`src/rtl/png_readback_if.sv`:
```
// Port-B RAM read bus and TX-stream handshake between png_readback and its surroundings.
// master = readback engine side, slave = RAM/serializer/control side.
interface png_readback_if #(
    parameter int ADDR_WIDTH = 12,
    parameter int DATA_WIDTH = 8
);
    logic                  start;
    logic                  MCU_RX_RDY;
    logic [ADDR_WIDTH-1:0] address_b;
    logic                  rden_b;
    logic [DATA_WIDTH-1:0] q_b;
    logic [DATA_WIDTH-1:0] tx_data;
    logic                  tx_valid;
    logic                  tx_ready;
    logic                  busy;
    logic                  done;

    modport master (
        input  start,
        input  MCU_RX_RDY,
        input  q_b,
        input  tx_ready,
        output address_b,
        output rden_b,
        output tx_data,
        output tx_valid,
        output busy,
        output done
    );

    modport slave (
        output start,
        output MCU_RX_RDY,
        output q_b,
        output tx_ready,
        input  address_b,
        input  rden_b,
        input  tx_data,
        input  tx_valid,
        input  busy,
        input  done
    );
endinterface

```
`src/rtl/png_readback.sv`:
```
// Streams a stored frame out of image RAM port B, one pixel per valid/ready handshake,
// from address 0 to IMAGE_SIZE-1 after each accepted start pulse.
module png_readback #(
    parameter int IMAGEY           = 64,
    parameter int IMAGEX           = 64,
    parameter int IMAGE_SIZE       = IMAGEY * IMAGEX,
    parameter int IMAGE_ADDR_WIDTH = $clog2(IMAGE_SIZE),
    parameter int RGB_SIZE         = 8,
    parameter int RAM_LATENCY      = 2
) (
    input  logic           clk,
    input  logic           rst,
    png_readback_if.master bus
);
    localparam int CNT_WIDTH = (RAM_LATENCY > 1) ? $clog2(RAM_LATENCY) : 1;
    localparam logic [IMAGE_ADDR_WIDTH-1:0] LAST_ADDR = IMAGE_ADDR_WIDTH'(IMAGE_SIZE - 1);
    localparam logic [IMAGE_ADDR_WIDTH-1:0] ADDR_ONE  = IMAGE_ADDR_WIDTH'(1);
    localparam logic [CNT_WIDTH-1:0]        CNT_LOAD  = CNT_WIDTH'(RAM_LATENCY - 1);
    localparam logic [CNT_WIDTH-1:0]        CNT_ONE   = CNT_WIDTH'(1);

    typedef enum logic [2:0] {
        ST_IDLE  = 3'd0,
        ST_FETCH = 3'd1,
        ST_WAIT  = 3'd2,
        ST_SEND  = 3'd3,
        ST_DONE  = 3'd4
    } state_t;

    state_t                      state_r, state_s;
    logic [IMAGE_ADDR_WIDTH-1:0] addr_r, addr_s;
    logic                        rden_r, rden_s;
    logic [RGB_SIZE-1:0]         data_r, data_s;
    logic                        valid_r, valid_s;
    logic                        busy_r, busy_s;
    logic                        done_r, done_s;
    logic [CNT_WIDTH-1:0]        cnt_r, cnt_s;

    // Next-state and next-output decode. rden_b is a registered output, so the read
    // strobe is decided on the edge that enters (or stays in) FETCH from MCU_RX_RDY;
    // the FETCH cycle that carries the strobe is then the cycle the RAM samples it.
    always_comb begin
        state_s = state_r;
        addr_s  = addr_r;
        rden_s  = 1'b0;
        data_s  = data_r;
        valid_s = valid_r;
        busy_s  = busy_r;
        done_s  = 1'b0;
        cnt_s   = cnt_r;
        case (state_r)
            ST_IDLE: begin
                if (bus.start) begin
                    state_s = ST_FETCH;
                    addr_s  = {IMAGE_ADDR_WIDTH{1'b0}};
                    busy_s  = 1'b1;
                    rden_s  = bus.MCU_RX_RDY;
                end else begin
                    state_s = ST_IDLE;
                end
            end
            ST_FETCH: begin
                if (rden_r) begin
                    state_s = ST_WAIT;
                    cnt_s   = CNT_LOAD;
                end else begin
                    rden_s  = bus.MCU_RX_RDY;
                end
            end
            ST_WAIT: begin
                if (cnt_r == {CNT_WIDTH{1'b0}}) begin
                    data_s  = bus.q_b;
                    valid_s = 1'b1;
                    state_s = ST_SEND;
                end else begin
                    cnt_s   = cnt_r - CNT_ONE;
                end
            end
            ST_SEND: begin
                if (bus.tx_ready) begin
                    valid_s = 1'b0;
                    if (addr_r == LAST_ADDR) begin
                        state_s = ST_DONE;
                        addr_s  = {IMAGE_ADDR_WIDTH{1'b0}};
                        done_s  = 1'b1;
                        busy_s  = 1'b0;
                    end else begin
                        state_s = ST_FETCH;
                        addr_s  = addr_r + ADDR_ONE;
                        rden_s  = bus.MCU_RX_RDY;
                    end
                end else begin
                    state_s = ST_SEND;
                end
            end
            ST_DONE: begin
                state_s = ST_IDLE;
                addr_s  = {IMAGE_ADDR_WIDTH{1'b0}};
            end
            default: begin
                state_s = ST_IDLE;
                addr_s  = {IMAGE_ADDR_WIDTH{1'b0}};
                data_s  = {RGB_SIZE{1'b0}};
                valid_s = 1'b0;
                busy_s  = 1'b0;
                cnt_s   = {CNT_WIDTH{1'b0}};
            end
        endcase
    end

    // State and output registers; reset drops any partial frame without a done pulse.
    always_ff @(posedge clk or posedge rst) begin
        if (rst) begin
            state_r <= ST_IDLE;
            addr_r  <= {IMAGE_ADDR_WIDTH{1'b0}};
            rden_r  <= 1'b0;
            data_r  <= {RGB_SIZE{1'b0}};
            valid_r <= 1'b0;
            busy_r  <= 1'b0;
            done_r  <= 1'b0;
            cnt_r   <= {CNT_WIDTH{1'b0}};
        end else begin
            state_r <= state_s;
            addr_r  <= addr_s;
            rden_r  <= rden_s;
            data_r  <= data_s;
            valid_r <= valid_s;
            busy_r  <= busy_s;
            done_r  <= done_s;
            cnt_r   <= cnt_s;
        end
    end

    assign bus.address_b = addr_r;
    assign bus.rden_b    = rden_r;
    assign bus.tx_data   = data_r;
    assign bus.tx_valid  = valid_r;
    assign bus.busy      = busy_r;
    assign bus.done      = done_r;
endmodule
```
`src/flat_wrapper.sv`:
```
// flat-port wrapper written by rule: the top's interface ports become plain ports
module png_readback_flat 
#(
    parameter int IMAGEY           = 64,
    parameter int IMAGEX           = 64,
    parameter int IMAGE_SIZE       = IMAGEY * IMAGEX,
    parameter int IMAGE_ADDR_WIDTH = $clog2(IMAGE_SIZE),
    parameter int RGB_SIZE         = 8,
    parameter int RAM_LATENCY      = 2
)
  (clk, rst, bus_start, bus_MCU_RX_RDY, bus_q_b, bus_tx_ready, bus_address_b, bus_rden_b, bus_tx_data, bus_tx_valid, bus_busy, bus_done);
  png_readback_if bus_i ();
  input  logic clk;
  input  logic rst;
  input wire logic [$bits(bus_i.start)-1:0] bus_start;
  input wire logic [$bits(bus_i.MCU_RX_RDY)-1:0] bus_MCU_RX_RDY;
  input wire logic [$bits(bus_i.q_b)-1:0] bus_q_b;
  input wire logic [$bits(bus_i.tx_ready)-1:0] bus_tx_ready;
  output wire logic [$bits(bus_i.address_b)-1:0] bus_address_b;
  output wire logic [$bits(bus_i.rden_b)-1:0] bus_rden_b;
  output wire logic [$bits(bus_i.tx_data)-1:0] bus_tx_data;
  output wire logic [$bits(bus_i.tx_valid)-1:0] bus_tx_valid;
  output wire logic [$bits(bus_i.busy)-1:0] bus_busy;
  output wire logic [$bits(bus_i.done)-1:0] bus_done;
  assign bus_i.start = bus_start;
  assign bus_i.MCU_RX_RDY = bus_MCU_RX_RDY;
  assign bus_i.q_b = bus_q_b;
  assign bus_i.tx_ready = bus_tx_ready;
  assign bus_address_b = bus_i.address_b;
  assign bus_rden_b = bus_i.rden_b;
  assign bus_tx_data = bus_i.tx_data;
  assign bus_tx_valid = bus_i.tx_valid;
  assign bus_busy = bus_i.busy;
  assign bus_done = bus_i.done;
  png_readback #(.IMAGEY(IMAGEY), .IMAGEX(IMAGEX), .IMAGE_SIZE(IMAGE_SIZE), .IMAGE_ADDR_WIDTH(IMAGE_ADDR_WIDTH), .RGB_SIZE(RGB_SIZE), .RAM_LATENCY(RAM_LATENCY)) u_core (.clk(clk), .rst(rst), .bus(bus_i));
endmodule
```
`config.mk`:
```
export PLATFORM = sky130hd
export DESIGN_NAME = png_readback_flat
export DESIGN_NICKNAME = d
export VERILOG_FILES = /design/src/rtl/png_readback_if.sv /design/src/rtl/png_readback.sv /design/src/flat_wrapper.sv
export SDC_FILE = /design/constraint.sdc
export NUM_CORES = 1
export LEC_CHECK = 0
export CAP_MARGIN = 40
export CORE_MARGIN = 2
export CORE_UTILIZATION = 32
export CTS_BUF_LIST = sky130_fd_sc_hd__clkbuf_4 sky130_fd_sc_hd__clkbuf_8 sky130_fd_sc_hd__clkbuf_16
export DETAILED_ROUTE_END_ITERATION = 10
export PLACE_DENSITY_LB_ADDON = 0.3
export SYNTH_ARGS = -nofsm -noshare
export SYNTH_HDL_FRONTEND = slang
export SYNTH_SLANG_ARGS = --single-unit
export TNS_END_PERCENT = 100
```
`constraint.sdc`:
```
create_clock -name clk -period 2.26 [get_ports clk]
set_clock_uncertainty 0.15 [all_clocks]
set_input_delay 0.452 -clock clk [delete_from_list [all_inputs] [get_ports clk]]
set_output_delay 0.452 -clock clk [all_outputs]
set_load 0.01 [all_outputs]
```
==> impl_metrics.env <==
export IMPL_insertion_delay_ns=0.28
export IMPL_fillCellCount=445
export IMPL_cp_end_kind="flip-flop"
export IMPL_start_kind="flip-flop"
export IMPL_met2_length_um=1720
export IMPL_diodes=0
export IMPL_pin_count=37
export IMPL_overflow=0
export IMPL_cts_tree="done"
export IMPL_synth_seq_cells=28
export IMPL_vias_per_cell=5.35
export IMPL_reg2reg_from="u_core.bus.address_b[0]"
export IMPL_dr_total_vias=1375
export IMPL_met3_length_um=227
export IMPL_path_clk_slew_ns=0.10
export IMPL_synth_cell_type_count=39
export IMPL_cts_made_buffers=3
export IMPL_place_area_sq_um=1940
export IMPL_ctsHoldBuffers=0
export IMPL_ir_drop_v=0.000557
export IMPL_crit_start="u_core.bus.address_b[0]"
export IMPL_drt_iter0_drc=145
export IMPL_critPathArrivalTime_ns=1.99
export IMPL_die_area_sq_um=5190
export IMPL_crit_type="reg2reg"
export IMPL_grt_max_degree=29
export IMPL_area_growth_pct=34.5
export IMPL_setup_tns_ns=0
export IMPL_clock_root_buffer="clkbuf_8"
export IMPL_fin_crit_sh_pct=87.4
export IMPL_drc=0
export IMPL_slew_headroom_pct=67.6
export IMPL_cts_setup_buffers=0
export IMPL_first_pass_iters=4
export IMPL_grt_pass1_vias=1279
export IMPL_fmax_ghz=0.506
export IMPL_htree_levels=1
export IMPL_drive_gt1_share_pct=12.2
export IMPL_clock_path_buffers=2
export IMPL_worstPathMaxFanout=16
export IMPL_crit_required_ns=2.28
export IMPL_syn_num_nets=177
export IMPL_async_flop_share_pct=100
export IMPL_antenna_found_initial=0
export IMPL_hpwl_um=2610
export IMPL_ant_nets=0
export IMPL_grt_use_total_pct=14.4
export IMPL_grt_setup_unrepaired="no"
export IMPL_port_buffers=36
export IMPL_rows=24
export IMPL_setup_viol=0
export IMPL_top_layer="met4"
export IMPL_start_util_pct=33.6
export IMPL_status="complete, no violations"
export IMPL_multi_input_area_sq_um=709
export IMPL_die_h_um=72.0
export IMPL_clkSinkCount=28
export IMPL_power_leakage_uw=0.000811
export IMPL_drt_met1_wl_um=1630
export IMPL_register_area_sq_um=701
export IMPL_hold_path_class="reg2reg"
export IMPL_layout_min_cycle_time_ns=1.98
export IMPL_power_per_cell_area_nw_per_um2=1020
export IMPL_fin_area_sq_um=1990
export IMPL_core_sq_um=4410
export IMPL_drv_slew=0
export IMPL_hp_start="u_core.bus.tx_data[5]"
export IMPL_syn_area_sq_um=1480
export IMPL_dieWidth_um=72.0
export IMPL_grt_pass1_wl_um=6010
export IMPL_cap_viol_max_count=0
export IMPL_synth_seq_area_share_pct=47.3
export IMPL_ys_flop_type="dfrtp_1"
export IMPL_avgSynthCellArea_sq_um=9.09
export IMPL_ys_warn_count=0
export IMPL_cts_resized_gates=0
export IMPL_gp_congestion=0.790
export IMPL_wire_per_inst_um=14.0
export IMPL_drt_wl_total_um=3600
export IMPL_synth_edff_count=0
export IMPL_netlist_instances=163
export IMPL_worstMarginPinSlew_ns=0.484
export IMPL_power_total_uw=2030
export IMPL_nets=220
export IMPL_hold_viol=0
logic make-up after synthesis:
group | after synthesis | share of synthesized area [%]
simple gates | 65 | 24.2
compound gates | 54 | 22.1
flops | 28 | 47.3
buf+inv | 14 | 4.81
mux | 1 | 0.760
fa+ha+maj | 1 | 0.844
layer usage:
metal,track usage [%],up-vias
met2,24.0,42
met5,0,-
met4,3.14,0
met3,3.33,2
li1,-,687
met1,19.3,644
per-stage QoR:
| stage | hold WS [ns] | util [%] | setup slack (ns) | cells |
|---|---|---|---|---|
| floorplan | 0.367 | - | 0.250 | 163 |
| global placement | 0.344 | 43.9 | 0.134 | 253 |
| detailed placement | 0.351 | 43.9 | 0.0573 | 253 |
| CTS | 0.379 | 45.1 | 0.285 | 257 |
| global route | 0.387 | 45.1 | 0.153 | 257 |
| finish | 0.374 | 45.1 | 0.284 | 257 |
final cells by class:
class                   count  share of cell area, %
clock buffers               4                   2.76
inverters                   5                  0.942
multi-input cells         121                   35.6
flip-flops and latches     28                   35.2
well taps                  52                   3.27
repair buffers             47                   22.2
worst max-delay path: stages, from the launching register on:
cell	delay [ns]
dfrtp_1	0.44
ha_1	0.20
nand2_1	0.08
or4_4	0.67
a32oi_1	0.23
o21ai_0	0.10
flip-flops by register name (all words and copies together) (netlist names):
signal	count
u_core.bus.tx_data	8
u_core.bus.tx_valid	1
u_core.cnt_r	1
u_core.bus.rden_b	1
u_core.bus.address_b	12
u_core.state_r	3
u_core.bus.done	1
u_core.bus.busy	1
Yosys cell counts (2+ instances only):
master / count / area share [%]
and3_2: 2 / 1.0
a21oi_1: 6 / 2.0
nand2_1: 20 / 5.1
nor2b_1: 3 / 1.3
nand3_1: 10 / 3.4
o21ai_0: 21 / 7.1
dfrtp_1: 28 / 47
inv_1: 5 / 1.3
o21ai_1: 2 / 0.68
clkbuf_1: 7 / 1.8
a31oi_1: 9 / 3.8
nand4b_1: 3 / 1.8
nand4_1: 4 / 1.7
a22oi_1: 9 / 4.6
nor3_2: 2 / 1.4
nor2_1: 9 / 2.3
placed cells by master (no fill, tap or decap), types with 2 or more instances in the layout:
| master | instances |
|---|---|
| buf_4 | 11 |
| a22oi_1 | 9 |
| o21ai_0 | 21 |
| dfrtp_1 | 28 |
| nor2b_1 | 3 |
| clkdlybuf4s50_1 | 36 |
| nand2_1 | 20 |
| inv_1 | 5 |
| nor2_1 | 9 |
| and3_2 | 2 |
| a31oi_1 | 9 |
| clkbuf_8 | 4 |
| a21oi_1 | 6 |
| nand3_1 | 10 |
| nor3_2 | 2 |
| nand4b_1 | 3 |
| o21ai_1 | 2 |
| nand4_1 | 4 |
path summary, 6_finish.rpt:
check                                           to  slack [ns]  cells after the start
min in group asynchronous    u_core.bus.tx_data[4]        0.38                      3
hold / removal               u_core.bus.tx_data[5]        0.37                      2
max in group asynchronous        u_core.bus.rden_b        1.31                      3
hold reg to reg              u_core.bus.tx_data[5]        0.37                      2
setup reg to reg           u_core.bus.address_b[9]        0.28                      5
setup / recovery           u_core.bus.address_b[9]        0.28                      5
where the power goes:
group          leakage (uW)  internal (uW)  switching (uW)
combinational      0.000423            463             450
clock             0.0000288            156             158
sequential         0.000359            644             158
(Power assumes the default switching activity.)
==> RTL change: new RTL, config.mk and constraints unchanged <==
Reset style: synchronous (`rst`), changed in one clocked block.
--- a/src/rtl/png_readback.sv
+++ b/src/rtl/png_readback.sv
@@ -108,7 +108,7 @@
     end
 
     // State and output registers; reset drops any partial frame without a done pulse.
-    always_ff @(posedge clk or posedge rst) begin
+    always_ff @(posedge clk) begin
         if (rst) begin
             state_r <= ST_IDLE;
             addr_r  <= {IMAGE_ADDR_WIDTH{1'b0}};
Formal check against the unedited RTL: differs if rst is asserted again (counterexample within 4 cycles, from zero or initial values and one cycle with rst high); with rst held inactive, the same outputs for 10 cycles.
==> RTL change against the original RTL <==
Via count down 9.1%. Setup slack better by 0.010 ns. Wire length fell by 17%. Sequential cell count unchanged. Synthesized area decreased by 11%. Cell area down 8.4%. Utilization grew 0.84 points. Largest cell class unchanged.
Power is not compared: it rests on default switching activity, and its combinational part moved more than twofold at a synthesized area within 25%.
==> RTL change: results <==
[run_status]
status = finished clean

[worst_setup_path]
crit_slowest_cell = clkdlybuf4s50_1
r2r_start = u_core.state_r[1]
cp.arrival_ns = 1.36
path_delay_family = buffers and inverters
rrSetupSlack_ns = 0.39
crit_fanout = 9
r2r_end = u_core.bus.address_b[2]
crit_start = u_core.bus.address_b[7]
endpoint = bus_address_b[7]

[worst_hold_path]
hold_start = u_core.bus.tx_data[0]
hold_end = u_core.bus.tx_data[0]

[placed_design]
place_congestion = 0.820
hpwl_um = 2200
dp_cells = 245
placed_area_mm2 = 0.00175
preCtsSetupSlack_ns = 0.0590

[global_routing]
grt_usage_pct = 14.0
grt_pass1_vias = 1117
grt_pass1_wl_um = 5040
grt_max_degree = 17

[logic_synthesis]
synth_fa_ha_area_share_pct = 0.951
yosysUniqueCellTypes = 38
synth_compound_area_share_pct = 21.2
synthTopCellsByCount = dfxtp_1 (28), a21oi_1 (22), nand2_1 (14), nand3_1 (14)
synth_area_leaders = dfxtp_1 (43%), a21oi_1 (8.4%), nand3_1 (5.3%)
syn_nets = 173
synthMuxAreaShare_pct = 0
synth.avg_cell_area_um2 = 8.28
synth_xor_xnor_area_share_pct = 0.665

[routing]
wirelength_um = 2980
post_drt_via_cell_ratio = 5.02
drt_iter0_markers = 97
num_vias = 1250

[cells_and_area]
fillCellCount = 406
nNetsFinal = 214

[timing]
period_share_pct = 87.0
## RTL change: power groups by stage
| stage | Clock [uW] | Sequential (uW) | Combinational [uW] |
|---|---|---|---|
| after global routing | 426 | 509 | 121 |
| after floorplan | 0 | 518 | 58.5 |
| after global placement | 0 | 519 | 109 |
| after detailed placement | 0 | 519 | 110 |
| final | 394 | 507 | 109 |
| after CTS | 407 | 507 | 111 |
## RTL change: layout make-up
cell class | count | share of cell area [%]
Inverter | 5 | 1.03
Multi-Input combinational cell | 121 | 39.1
Sequential cell | 28 | 30.7
Tap cell | 50 | 3.43
Clock buffer | 3 | 2.26
Clock inverter | 1 | 1.64
Timing Repair Buffer | 41 | 21.8
## RTL change: per-layer routing
| layer | track usage (%) | vias to the layer above | wire (um) |
|---|---|---|---|
| li1 | - | 667 | - |
| met1 | 19.6 | 548 | 1440 |
| met2 | 21.5 | 33 | 1330 |
| met3 | 3.29 | 2 | 210 |
| met4 | 3.75 | 0 | 8 |
| met5 | 0 | - | 0 |
